### config.mk
export PLATFORM = sky130hd
export DESIGN_NAME = wb_retire_stage
export DESIGN_NICKNAME = d
export VERILOG_FILES = /design/src/rtl/wb_pkg.sv /design/src/rtl/wb_load_align.sv /design/src/rtl/wb_retire_stage.sv
export SDC_FILE = /design/constraint.sdc
export NUM_CORES = 1
export LEC_CHECK = 0
export ABC_AREA = 1
export CORE_MARGIN = 2
export CORE_UTILIZATION = 50
export CTS_CLUSTER_SIZE = 12
export DETAILED_ROUTE_END_ITERATION = 10
export PLACE_DENSITY = 0.81
export SETUP_SLACK_MARGIN = 0.4
export SLEW_MARGIN = 5
export SYNTH_ARGS = -nofsm -noshare
export SYNTH_HDL_FRONTEND = slang
export SYNTH_SLANG_ARGS = --single-unit
export TNS_END_PERCENT = 5
### constraint.sdc
create_clock -name clk -period 7.4 [get_ports clk]
set_clock_uncertainty 0.15 [all_clocks]
set_input_delay 1.48 -clock clk [delete_from_list [all_inputs] [get_ports clk]]
set_output_delay 1.48 -clock clk [all_outputs]
set_load 0.01 [all_outputs]
### src/rtl/wb_pkg.sv
`default_nettype none
// ============================================================================
// wb_pkg : load funct3 codes, default widths and retire-bundle width helper
// Revision: 1.0
// ============================================================================
package wb_pkg;

  localparam logic [2:0] LD_B  = 3'b000;
  localparam logic [2:0] LD_H  = 3'b001;
  localparam logic [2:0] LD_W  = 3'b010;
  localparam logic [2:0] LD_BU = 3'b100;
  localparam logic [2:0] LD_HU = 3'b101;

  localparam int XLEN_DEF = 32;
  localparam int RA_W_DEF = 5;

  // Stored bundle per lane: lane_vld + rd_wen + rd + formatted data.
  function automatic int bundle_w(input int lanes, input int xlen, input int ra_w);
    return lanes * (xlen + ra_w + 2);
  endfunction

endpackage
`default_nettype wire

### src/rtl/wb_load_align.sv
`default_nettype none
// ============================================================================
// wb_load_align : one-lane load formatter (byte/half select and extension)
// Revision: 1.0
// ============================================================================
module wb_load_align
  import wb_pkg::*;
#(
  parameter int XLEN = XLEN_DEF
) (
  input  logic [XLEN-1:0] data,
  input  logic            en,
  input  logic [2:0]      fmt,
  input  logic [1:0]      off,
  output logic [XLEN-1:0] result
);

  logic [7:0]  byte_sel;
  logic [15:0] half_sel;

  always_comb begin
    byte_sel = data[{off, 3'b000} +: 8];
    // Halfword lanes are naturally aligned; the low offset bit is ignored.
    half_sel = data[{off[1], 4'b0000} +: 16];
    result   = data;
    if (en) begin
      case (fmt)
        LD_B:    result = {{(XLEN-8){byte_sel[7]}}, byte_sel};
        LD_BU:   result = {{(XLEN-8){1'b0}}, byte_sel};
        LD_H:    result = {{(XLEN-16){half_sel[15]}}, half_sel};
        LD_HU:   result = {{(XLEN-16){1'b0}}, half_sel};
        LD_W:    result = data;
        default: result = data;
      endcase
    end
  end

endmodule
`default_nettype wire

### src/rtl/wb_retire_stage.sv
`default_nettype none
// ============================================================================
// wb_retire_stage : multi-lane writeback/retire stage with 2-entry skid buffer,
//                   WAW resolution, x0 suppression and retire counter
// Revision: 1.0
// ============================================================================
module wb_retire_stage
  import wb_pkg::*;
#(
  parameter int XLEN  = XLEN_DEF,
  parameter int LANES = 2,
  parameter int RA_W  = RA_W_DEF,
  parameter int CNT_W = 64
) (
  input  logic                  clk,
  input  logic                  rst,
  input  logic                  flush,
  input  logic                  in_valid,
  output logic                  in_ready,
  input  logic [LANES-1:0]      in_lane_vld,
  input  logic [LANES*RA_W-1:0] in_rd,
  input  logic [LANES-1:0]      in_rd_wen,
  input  logic [LANES*XLEN-1:0] in_wb_data,
  input  logic [LANES-1:0]      in_ld_en,
  input  logic [LANES*3-1:0]    in_ld_fmt,
  input  logic [LANES*2-1:0]    in_ld_off,
  input  logic                  rf_ready,
  output logic [LANES-1:0]      rf_we,
  output logic [LANES*RA_W-1:0] rf_waddr,
  output logic [LANES*XLEN-1:0] rf_wdata,
  output logic [CNT_W-1:0]      retire_cnt
);

  localparam int BW      = bundle_w(LANES, XLEN, RA_W);
  localparam int DATA_LSB = 0;
  localparam int RD_LSB   = LANES * XLEN;
  localparam int WEN_LSB  = RD_LSB + LANES * RA_W;
  localparam int VLD_LSB  = WEN_LSB + LANES;

  logic [LANES*XLEN-1:0] fmt_data;
  logic [BW-1:0]         in_bundle;
  logic [BW-1:0]         out_q;
  logic [BW-1:0]         skid_q;
  logic                  out_v;
  logic                  skid_v;
  logic [CNT_W-1:0]      cnt_q;
  logic                  accept;
  logic                  commit;

  logic [LANES-1:0]      out_lv;
  logic [LANES-1:0]      out_wen;
  logic [LANES*RA_W-1:0] out_rd;
  logic [LANES-1:0]      qual;
  logic [CNT_W-1:0]      pop;

  for (genvar i = 0; i < LANES; i++) begin : g_align
    wb_load_align #(.XLEN(XLEN)) u_align (
      .data   (in_wb_data[i*XLEN +: XLEN]),
      .en     (in_ld_en[i]),
      .fmt    (in_ld_fmt[i*3 +: 3]),
      .off    (in_ld_off[i*2 +: 2]),
      .result (fmt_data[i*XLEN +: XLEN])
    );
  end

  assign in_bundle = {in_lane_vld, in_rd_wen, in_rd, fmt_data};

  assign in_ready = ~skid_v;
  assign accept   = in_valid & in_ready & ~flush;
  assign commit   = out_v & rf_ready & ~flush & ~rst;

  assign out_lv  = out_q[VLD_LSB +: LANES];
  assign out_wen = out_q[WEN_LSB +: LANES];
  assign out_rd  = out_q[RD_LSB +: LANES*RA_W];

  // Skid entry is only ever filled while the output register is stalled,
  // so a commit with skid valid never coincides with an accept.
  always_ff @(posedge clk) begin
    if (rst) begin
      out_v  <= 1'b0;
      skid_v <= 1'b0;
      out_q  <= '0;
      skid_q <= '0;
      cnt_q  <= '0;
    end else if (flush) begin
      out_v  <= 1'b0;
      skid_v <= 1'b0;
    end else begin
      if (commit) begin
        cnt_q <= cnt_q + pop;
      end
      if (commit && skid_v) begin
        out_q  <= skid_q;
        skid_v <= 1'b0;
      end else if (accept && (!out_v || commit)) begin
        out_q <= in_bundle;
        out_v <= 1'b1;
      end else if (accept) begin
        skid_q <= in_bundle;
        skid_v <= 1'b1;
      end else if (commit) begin
        out_v <= 1'b0;
      end
    end
  end

  // Highest lane wins a write-after-write conflict on the same rd.
  for (genvar i = 0; i < LANES; i++) begin : g_waw
    logic [RA_W-1:0] rd_i;
    logic            shadowed;

    assign rd_i    = out_rd[i*RA_W +: RA_W];
    assign qual[i] = out_lv[i] & out_wen[i] & (rd_i != '0);

    always_comb begin
      shadowed = 1'b0;
      for (int j = i + 1; j < LANES; j++) begin
        if (qual[j] && (out_rd[j*RA_W +: RA_W] == rd_i)) shadowed = 1'b1;
      end
    end

    assign rf_we[i] = commit & qual[i] & ~shadowed;
  end

  always_comb begin
    pop = '0;
    for (int i = 0; i < LANES; i++) begin
      pop = pop + CNT_W'(out_lv[i]);
    end
  end

  assign rf_waddr   = out_rd;
  assign rf_wdata   = out_q[DATA_LSB +: LANES*XLEN];
  assign retire_cnt = cnt_q;

endmodule
`default_nettype wire

==> results of run 1 <==
Yosys cell counts:
cell type,n
o21ai_2,1
fa_1,1
nand4_1,27
buf_1,3
a31oi_1,16
or2_2,8
nor3b_1,1
o21ai_0,210
nand3b_1,2
a21oi_2,1
ha_1,3
xor2_1,8
dfxtp_1,222
o22ai_1,3
nor2_1,184
or2_1,1
inv_2,4
and2_1,2
nand2_1,377
o211a_1,1
xnor2_1,6
inv_1,146
and3_1,1
nor4_1,2
nor2_2,9
nor3_2,1
nor3_1,27
nor3_4,1
clkbuf_1,52
a211oi_1,1
o21bai_1,47
buf_2,34
nand2_2,1
nor2_4,2
o21a_1,5
nand3_1,77
o21ai_1,13
buf_4,77
a21oi_1,209
per-stage QoR:
| step | hold WS (ns) | instances | power, mW | utilization | instance area (µm²) |
|---|---|---|---|---|---|
| final | 0.3299 | 2225 | 2.810 | 0.6207 | 14530 |
| after global routing | 0.3614 | 2225 | 2.917 | 0.6207 | 14530 |
| after CTS | 0.3292 | 2225 | 2.825 | 0.6207 | 14530 |
| after detailed placement | 0.3201 | 2182 | 1.615 | 0.5870 | 13740 |
| after global placement | 0.3154 | 2182 | 1.612 | 0.5870 | 13740 |
| after floorplan | 0.3062 | 1786 | 1.490 | - | 11870 |
worst register-to-register path: cells and delay by family (launching register included):
kind	cells	cell delay, ns
AOI/OAI and AO/OA	3	0.52
and+or+nand+nor	3	0.70
buffers and inverters	4	1.52
DFF	1	0.33
report_power, final:
group | internal [mW] | leakage, nW | switching (mW)
sequential | 1.23 | 1.80 | 0.0260
clock | 0.725 | 0.387 | 0.492
combinational | 0.154 | 3.83 | 0.180
total | 2.11 | 6.02 | 0.698
registers in the layout (all words and copies together), names as in the netlist:
register and cells:
out_q 78, out_v 1, retire_cnt 64, skid_q 78, skid_v 1
layout make-up:
cell class                      instances  area [µm²]
Timing Repair Buffer                  243        2412
Inverter                              150       565.5
Clock inverter                         11       136.4
Multi-Input combinational cell       1248        5916
Fill cell                            2169        8877
Tap cell                              319       399.1
Sequential cell                       222        4444
Clock buffer                           32       651.9
routing by layer:
| metal | up-vias | GRT usage | routed length (µm) |
|---|---|---|---|
| li1 | 6007 | - | - |
| met1 | 5592 | 0.3726 | 15400 |
| met2 | 502 | 0.4600 | 16440 |
| met3 | 77 | 0.03887 | 2624 |
| met4 | 0 | 0.09438 | 1095 |
| met5 | - | 0 | 0 |
path summary, 6_finish.rpt:
kind	cells past startpoint	slack, ns	from	endpoint
worst max-delay path	8	2.06	rst	rf_we[0]
worst min-delay path	2	0.33	skid_q[67]	out_q[67]
worst max register to register	10	4.05	out_v	out_q[56]
worst min register to register	2	0.33	skid_q[67]	out_q[67]
logic make-up after synthesis:
family | Yosys count
and+or+nand+nor | 723
adders and majority gates | 4
AOI/OAI and AO/OA | 507
DFF | 222
xor gates and xnor gates | 14
buffers and inverters | 316
==> out/metrics.cfg, run 1 <==
[grt]
antenna_found_initial=0
grt-ovfl-total=0
grt_pass1_wl_um=56410
grt_max_degree=114
grt_use_total=0.2779
grt_pass1_vias=11220

[detailed_routing]
first_iter_violations=1008
wire_per_inst_um=15.98
first_pass_iters=7
wirelength_um=35560
viasPerCell=5.473
drc=0
via_count=12180
drtAntennaViolNets=0

[critical_path]
crit_chain=clkdlybuf4s50_1 -> buf_4 -> inv_4 -> nand2_1 -> nor2_2 -> nand4_1 -> a31oi_1 -> clkdlybuf4s50_1
crit_path_max_incr_delay_ns=0.55
crit_path_frequent_cell=clkdlybuf4s50_1
critPathKind=in2out
critPathBufInv=4
crit_arrival_ns=3.71
worstPathRequired_ns=5.77
end_kind=primary output
cp-start-kind=input port
slowest_stage=clkdlybuf4s50_1
crit_fanout=32
cp_top_family=buffers and inverters

[layout]
drive_gt1_frac=0.03830
areaGrowthSynthToFinish_pct=22.42
final_cell_mix=nand2_1, clkdlybuf4s50_1, dfxtp_1
nNetsFinal=1989
layout_commonest_cell=nand2_1
diodes=0

[logic_synthesis]
ys_seq_area_frac=0.3746
synth_nets=1885
synth.distinct_cells=39
synthesis.area_mm2=0.01187
ys_seq_elements=222
synth_top_area_cell=dfxtp_1
yosys.area_share.simple=0.2542
syn_avg_cell_area_um2=6.643
synthMuxAreaShare=0
synth_top_family_by_area=simple AND/OR/NAND/NOR gates
ys.warnings.count=0
synth_top_area_frac=0.3746
syn_inst=1786
synth_xor_area_frac=0.01033
synth_fa_ha_area_frac=0.004851
synth_compound_area_frac=0.2281
synth_area_leaders=dfxtp_1, nand2_1, o21ai_0

[sta]
max_clock_freq_mhz=187.2
grt_setup_unrepaired=no
min_period_over_period=0.7218
slew_headroom=0.3309
tns_ns=0
setup_ws_ns=2.059
fin_crit_ns=5.341
tightest_slew_ns=1.002
setup_viol=0
slew_viol_final=0
report.final.hold_viol_count=0

[floorplan]
num_rows=56
die_w_um=158.0
io_pins=236
fp.coreArea_mm2=0.02340
dieArea_mm2=0.02498
initial_core_util=0.5070
die_h_um=158.0

[clock_network]
cts_made_buffers=25
cts_root_buf=clkbuf_16
clkTransAtPathRegs_ns=0.06
cts_setup_buffers=0
clockBufferDepth=3
holdBufCountCts=0
cts_max_level=1
cts_resized=0
clkLatencyLatePin_ns=0.52
cts_tree=yes
cts.sinks=222

[power_and_ir_drop]
p_leak_nw=6.019
power.density_mw_per_mm2=193.5
ir_drop_mv=0.1307

[placed_design]
hpwl_um=24840
post-place-ws_ns=2.068
io_buffers=235
place_congestion=0.9598

[min_path]
hold_path_class=reg2reg

[run_status]
outcome=completed

[run]
maxCapViolCount=0

Note: power is estimated with default switching activity, not from simulation.
==> run 2, diff against run 1 <==
Settings changed: CORE_UTILIZATION 50 to 47, PLACE_DENSITY 0.81 to 0.8.
Clock period 7.4 ns to 4.3 ns, I/O delays scaled along.
==> out/metrics.cfg, run 2 (synthesis gave the netlist of run 1 again) <==
[layout]
multiInputGateArea_mm2=0.005916
drive_gt1_frac=0.04441
seqCellArea_mm2=0.004444
areaGrowthSynthToFinish_pct=24.13
final_cell_mix=nand2_1, clkdlybuf4s50_1, dfxtp_1
nFillCells=2363
diodes=0
fin_area_mm2=0.01473
nNetsFinal=1997
layout_commonest_cell=nand2_1
fin_util=0.5900

[floorplan]
die_w_um=162.9
dieArea_mm2=0.02653
die_h_um=162.9
initial_core_util=0.4753
fp.coreArea_mm2=0.02496
io_pins=236
num_rows=58

[grt]
grt_use_total=0.2624
grt-ovfl-total=0
grt_max_degree=107
antenna_found_initial=0
grt_pass1_wl_um=57510
grt_pass1_vias=11130

[min_path]
hold_path_class=reg2reg

[detailed_routing]
drc=0
wire_per_inst_um=16.00
viasPerCell=5.431
first_iter_violations=949
wirelength_um=35900
via_count=12190
first_pass_iters=5
drtAntennaViolNets=0

[critical_path]
crit_chain=clkdlybuf4s50_1 -> inv_4 -> nand2_1 -> nor2_2 -> nand4_1 -> a31oi_1 -> clkdlybuf4s50_1
crit_arrival_ns=2.54
crit_path_frequent_cell=clkdlybuf4s50_1
critPathBufInv=3
cp-start-kind=input port
crit_fanout=6
critPathKind=in2out
crit_path_max_incr_delay_ns=0.55
slowest_stage=clkdlybuf4s50_1
worstPathRequired_ns=3.29
cp_top_family=buffers and inverters
end_kind=primary output

[power_and_ir_drop]
p_leak_nw=6.115
ir_drop_mv=0.2923
clockPowerShare=0.451
p_total_mw=5.010
netSwitchingPower_mw=1.233
power.density_mw_per_mm2=340.2
switching_share=0.2461
seq_power_share=0.433
pwr-share-comb=0.116
p_int_mw=3.777

[sta]
fin_crit_ns=3.553
slew_headroom=0.3319
max_clock_freq_mhz=281.4
report.final.hold_viol_count=0
setup_viol=0
tns_ns=0
tightest_slew_ns=1.001
grt_setup_unrepaired=no
slew_viol_final=0
setup_ws_ns=0.7466
min_period_over_period=0.8264

[clock_network]
clkLatencyLatePin_ns=0.53
cts.sinks=222
holdBufCountCts=0
cts_setup_buffers=0
cts_made_buffers=26
cts_resized=0
cts_root_buf=clkbuf_16
clockBufferDepth=3
cts_tree=yes
cts_max_level=1
clkTransAtPathRegs_ns=0.06

[placed_design]
hpwl_um=24800
placed_area_mm2=0.01384
post-place-ws_ns=0.6452
io_buffers=235
place_congestion=0.9274

[run]
maxCapViolCount=0

[run_status]
outcome=completed

-- run 2: changes by cell type in the layout (fill, tap and decap cells not counted) --
cell and change:
inv_6 -1, clkbuf_16 +2, buf_4 +4, clkbuf_1 -4
clkbuf_8 +11, buf_12 +3, inv_8 +1, clkinv_2 -6
bufinv_16 -2
-- run 2: power groups by stage --
stage | clock (mW) | combinational [mW] | sequential [mW]
2_1_floorplan | 0 | 0.372 | 2.19
3_3_place_gp | 0 | 0.568 | 2.21
3_5_place_dp | 0 | 0.575 | 2.21
4_1_cts | 2.30 | 0.578 | 2.17
5_1_grt | 2.36 | 0.641 | 2.17
6_report | 2.26 | 0.581 | 2.17
-- run 2: area by class of cell --
cell class	instances	area share
timing repair buffer	250	0.1699
inverter	150	0.03840
clock inverter	3	0.003313
tap	330	0.02803
multi-input combinational	1248	0.4017
clock buffer	41	0.05692
sequential	222	0.3018
-- run 2: worst paths after layout --
kind	from	end	slack, ns	cells past startpoint
min	skid_q[76]	out_q[76]	0.33	2
min reg2reg	skid_q[76]	out_q[76]	0.33	2
max reg2reg	out_q[77]	retire_cnt[26]	1.47	14
max	rst	rf_we[0]	0.75	7
-- run 2: per-layer routing --
metal  vias up  wire length (µm)  GRT usage
li1       6037                 -          -
met1      5580             16020     0.3678
met3        62              2604    0.03667
met5         -                 0          0
met2       509             16380     0.4214
met4         0               892    0.07522
-- run 2: worst register-to-register path: cells and delay by family (launching register included) --
| kind | cells | cell delay [ns] |
|---|---|---|
| buf+inv | 3 | 0.31 |
| simple gates | 8 | 1.11 |
| fa+ha+maj | 3 | 0.81 |
| flops | 1 | 0.35 |
-- run 2: stage by stage --
| step | cells | hold slack (ns) |
|---|---|---|
| after floorplan | 1786 | 0.3062 |
| after global placement | 2200 | 0.3157 |
| after detailed placement | 2200 | 0.3209 |
| after CTS | 2244 | 0.3273 |
| after global routing | 2244 | 0.3535 |
| final | 2244 | 0.3274 |
==> run 3, diff against run 2 <==
Clock period 4.3 ns to 3 ns, I/O delays scaled along.
==> out/metrics.cfg, run 3 (synthesis gave the netlist of run 1 again) <==
[run_status]
outcome=completed

[critical_path]
rr_worst_depth=14
slowest_stage=fa_1
crit_path_frequent_cell=nand2_1
crit_path_end=retire_cnt[36]
crit_arrival_ns=2.95
timing.rr.start=out_q[76]
critPathKind=reg2reg
cp-start-kind=flip-flop
end_kind=flip-flop
crit_chain=ha_1 -> ha_1 -> inv_1 -> fa_1 -> inv_1 -> nand3_2 -> inv_2 -> nand2_1 -> nor2_4 -> nand4_1 -> or2_1 -> nand2_1 -> nand2_1 -> nor2_1
worstPathRequired_ns=3.29
startpoint=out_q[76]
cp_top_family=simple AND/OR/NAND/NOR gates
crit_path_max_incr_delay_ns=0.35
worst-r2r-setup-slack_ns=0.34
r2r-end=retire_cnt[36]
critPathBufInv=3
crit_fanout=4
cp.depth=14

[grt]
grt_max_degree=120
grt_pass1_vias=11410
antenna_found_initial=0
grt_use_total=0.2693
grt_pass1_wl_um=58780
grt-ovfl-total=0

[sta]
slew_headroom=0.3161
tns_ns=0
min_period_over_period=0.8854
max_clock_freq_mhz=376.5
setup_viol=0
tightest_slew_ns=1.026
setup_ws_ns=0.3437
report.final.hold_viol_count=0
grt_setup_unrepaired=yes
fin_crit_ns=2.656
slew_viol_final=0

[floorplan]
die_h_um=162.9
io_pins=236
fp.coreArea_mm2=0.02496
initial_core_util=0.4753
dieArea_mm2=0.02653
num_rows=58
die_w_um=162.9

[detailed_routing]
drtAntennaViolNets=0
viasPerCell=5.415
first_iter_violations=985
first_pass_iters=6
wirelength_um=36660
drc=0
via_count=12280
wire_per_inst_um=16.17

[clock_network]
cts_setup_buffers=0
cts_tree=yes
clockBufferDepth=3
clkTransAtPathRegs_ns=0.06
cts_root_buf=clkbuf_16
cts_max_level=1
holdBufCountCts=0
cts_made_buffers=25
clkLatencyLatePin_ns=0.52
cts.sinks=222

[placed_design]
post-place-ws_ns=0.04326
hpwl_um=26210
place_congestion=0.9406
io_buffers=235

[power_and_ir_drop]
p_total_mw=6.870
ir_drop_mv=0.3412
power.density_mw_per_mm2=461.4
p_leak_nw=6.237

[layout]
nFillCells=2326
layout_commonest_cell=nand2_1
fin_util=0.5965
final_cell_mix=nand2_1, clkdlybuf4s50_1, dfxtp_1
drive_gt1_frac=0.05421
diodes=0
areaGrowthSynthToFinish_pct=25.50
nNetsFinal=2022

[run]
maxCapViolCount=0

[min_path]
hold_path_class=reg2reg

==> run 3: changes by cell type in the layout (fill, tap and decap cells not counted), sizes merged <==
cell	previous run	this run
buf	15	41
clkinv	0	2
dlymetal6s2s	0	1
inv	151	150
clkdlybuf4s50	235	232
clkbuf	41	37
dlygate4sd2	0	2
==> run 3: cell type report <==
cell class,instances,area (µm²),share of cell area
tap,330,412.9,0.02773
clock buffer,37,710.7,0.04773
sequential,222,4444,0.2985
clock inverter,4,47.55,0.003193
multi-input combinational,1248,5937,0.3987
timing repair buffer,276,2773,0.1862
inverter,150,565.5,0.03798
==> run 3: worst min path at each step <==
| stage | startpoint | end | slack, ns | cells past startpoint |
|---|---|---|---|---|
| 2_1_floorplan | skid_q[64] | out_q[64] | 0.31 | 2 |
| 3_3_place_gp | skid_q[76] | out_q[76] | 0.31 | 2 |
| 3_5_place_dp | skid_q[77] | out_q[77] | 0.32 | 2 |
| 4_1_cts | skid_q[77] | out_q[77] | 0.33 | 2 |
| 5_1_grt | skid_q[77] | out_q[77] | 0.35 | 2 |
| 6_report | skid_q[75] | out_q[75] | 0.33 | 2 |
==> run 3: per-stage QoR <==
step                hold WS (ns)  area (µm²)  instances
floorplan                 0.3062       11870       1786
global placement          0.3142       14110       2226
detailed placement        0.3220       14110       2226
CTS                       0.3316       14870       2267
global route              0.3452       14890       2267
finish                    0.3347       14890       2267
==> run 3: layer usage <==
metal,track usage,up-vias,part of all wire,wire length [µm]
met4,0.06758,0,0.022,790
met5,0,-,0,0
li1,-,6084,-,-
met1,0.3771,5593,0.45,16450
met2,0.4393,542,0.46,16810
met3,0.03514,57,0.071,2613
==> run 3: worst register-to-register path: stages, from the launching register on <==
cell	delay, ns
dfxtp_1	0.34
ha_1	0.29
ha_1	0.15
inv_1	0.05
fa_1	0.35
inv_1	0.10
nand3_2	0.11
inv_2	0.11
nand2_1	0.12
nor2_4	0.14
nand4_1	0.16
or2_1	0.29
nand2_1	0.07
nand2_1	0.05
nor2_1	0.11
==> run 3: repair_timing <==
| action | in CTS | in global routing |
|---|---|---|
| pin swaps | 0 | 0 |
| gates resized for setup | 2 | 6 |
| endpoints found under the setup margin | 9 | 22 |
| hold endpoints to repair | 0 | 0 |
==> run 3: power breakdown <==
part | internal (mW) | switching, mW
Combinational | 0.399 | 0.451
Clock | 1.71 | 1.21
Sequential | 3.04 | 0.0673
Total | 5.15 | 1.72
==> variant: new RTL, settings of run 2 <==
Change the parameter `LANES` from 2 to 1.
--- a/src/rtl/wb_retire_stage.sv
+++ b/src/rtl/wb_retire_stage.sv
@@ -9,5 +9,5 @@
 #(
   parameter int XLEN  = XLEN_DEF,
-  parameter int LANES = 2,
+  parameter int LANES = 1,
   parameter int RA_W  = RA_W_DEF,
   parameter int CNT_W = 64
Ports: changed (10 resized); port bits go from 236 to 153. The function was not compared with the original's and may differ.
==> variant against run 2 <==
Largest cell class unchanged. Sequential cell count fell by 78. Synthesized area fell by 32%. Total power shrank 38%. Highest routed layer unchanged. Non-clock buffer count fell by 87. Clock power is 38% lower. Design area decreased by 33%. Critical path depth stayed put. Utilization rose by 0.67 points. Routed wire length decreased by 36%. Sequential share of layout area down 1.1 points. Worst setup slack improved by 0.12 ns.
==> variant: results <==
placed_design:
  place_congestion: 0.951
  portBuffers: 152
  hpwl_um: 16600
  dpl_cell_area_sq_um: 9380
global_routing:
  grtUsageMet3: 0.0578
  grt_pass1_wl_um: 37200
  grt_max_degree: 105
  grt_use_met2: 0.417
  grtUsageMet1: 0.335
  grt_pass1_vias: 7559
  track_usage: 0.256
clocking:
  clk_latency_ns: 0.43
  cts_buffers: 17
  clk_pin_slew_ns: 0.06
  cts_buffer_depth: 2
  cts_resized: 0
power_and_ir_drop:
  ir_drop_uv: 287
  p_switching_mw: 0.822
  cellLeakagePower_nw: 3.96
yosys:
  ys_warn_count: 0
  synthesis.nets: 1241
  synth_seq_area_share: 0.359
  synth_area_leaders: "dfxtp_1 (36%), nand2_1 (13%), a21oi_1 (7.9%)"
  ys_top_cells_by_count: "nand2_1 (271), nor2_1 (146), dfxtp_1 (144)"
  ys_types: 48
finish:
  final_cell_area_sq_um: 9930
  fin_nets: 1338
  n_fill_cell: 1504
  drive_above_1_share: 0.0731
drt:
  routed_wl_um: 23100
  drt_iter0_markers: 695
  dr_total_vias: 8142
  drtPass1Iterations: 5
worst_setup_path:
  ff2ff_path_depth: 12
  crit_fanout: 3
run_status:
  status: "completed"
sta:
  tightest_slew_ns: 0.970
## variant: cell count changes in the layout (fill, tap and decap cells not counted), sizes merged, moves of 28 or more
| cell | change |
|---|---|
| nor2 | -28 |
| dfxtp | -78 |
| clkdlybuf4s50 | -83 |
| a21oi | -83 |
| inv | -40 |
| nand2 | -101 |
| o21ai | -103 |
## variant: cell type report
class | instances | area share
repair buffers | 163 | 0.162
inverters | 105 | 0.0401
well taps | 220 | 0.0277
clock inverters | 15 | 0.0129
flip-flops and latches | 144 | 0.290
clock buffers | 17 | 0.0428
multi-input cells | 855 | 0.425
## variant: power by group through the flow
| stage | clock, mW | combinational [mW] | sequential (mW) |
|---|---|---|---|
| global route | 1.46 | 0.334 | 1.39 |
| finish | 1.39 | 0.306 | 1.39 |
| CTS | 1.40 | 0.304 | 1.39 |
| floorplan | 0 | 0.199 | 1.41 |
| global placement | 0 | 0.299 | 1.42 |
| detailed placement | 0 | 0.302 | 1.42 |
## variant: layer usage
layer | share of wire | vias to the layer above | wire length [um]
met5 | 0 | - | 0
met4 | 0.020 | 0 | 469
met3 | 0.075 | 38 | 1730
met2 | 0.47 | 346 | 10800
met1 | 0.44 | 3695 | 10000
li1 | - | 4063 | -
## variant: worst max-delay path, cell delays in order
cell and delay [ns]:
clkdlybuf4s50_1 0.43, inv_2 0.10, nand2_1 0.12, nor2_4 0.11, nand3_1 0.07, a21oi_1 0.12, clkdlybuf4s50_1 0.61
## variant: per-stage QoR
stage               hold WS [ns]  setup WS [ns]  std cells  power [mW]
floorplan                  0.305           1.57       1189        1.61
global placement           0.315          0.800       1487        1.72
detailed placement         0.319          0.700       1487        1.72
CTS                        0.329          0.867       1519        3.09
global route               0.353          0.735       1519        3.19
finish                     0.329          0.862       1519        3.08
## variant: cells by family (layout without fill, tap and decap cells)
| family | count (synthesis) | count (layout) | synth area share |
|---|---|---|---|
| buffers and inverters | 190 | 300 | 0.116 |
| XOR/XNOR | 12 | 12 | 0.0131 |
| AO/OA/AOI/OAI | 294 | 294 | 0.198 |
| AND/OR/NAND/NOR | 547 | 547 | 0.310 |
| adder cells (fa/ha/maj) | 2 | 2 | 0.00312 |
| flip-flops | 144 | 144 | 0.359 |
## variant: worst paths after layout
check,slack [ns],from,endpoint
worst max-delay path,0.86,rst,rf_we
worst min-delay path,0.33,skid_q[37]$_SDFFE_PP0P_,out_q[37]$_SDFFE_PP0P_
worst max register to register,1.89,retire_cnt[0]$_SDFFE_PP0P_,retire_cnt[54]$_SDFFE_PP0P_
worst min register to register,0.33,skid_q[37]$_SDFFE_PP0P_,out_q[37]$_SDFFE_PP0P_
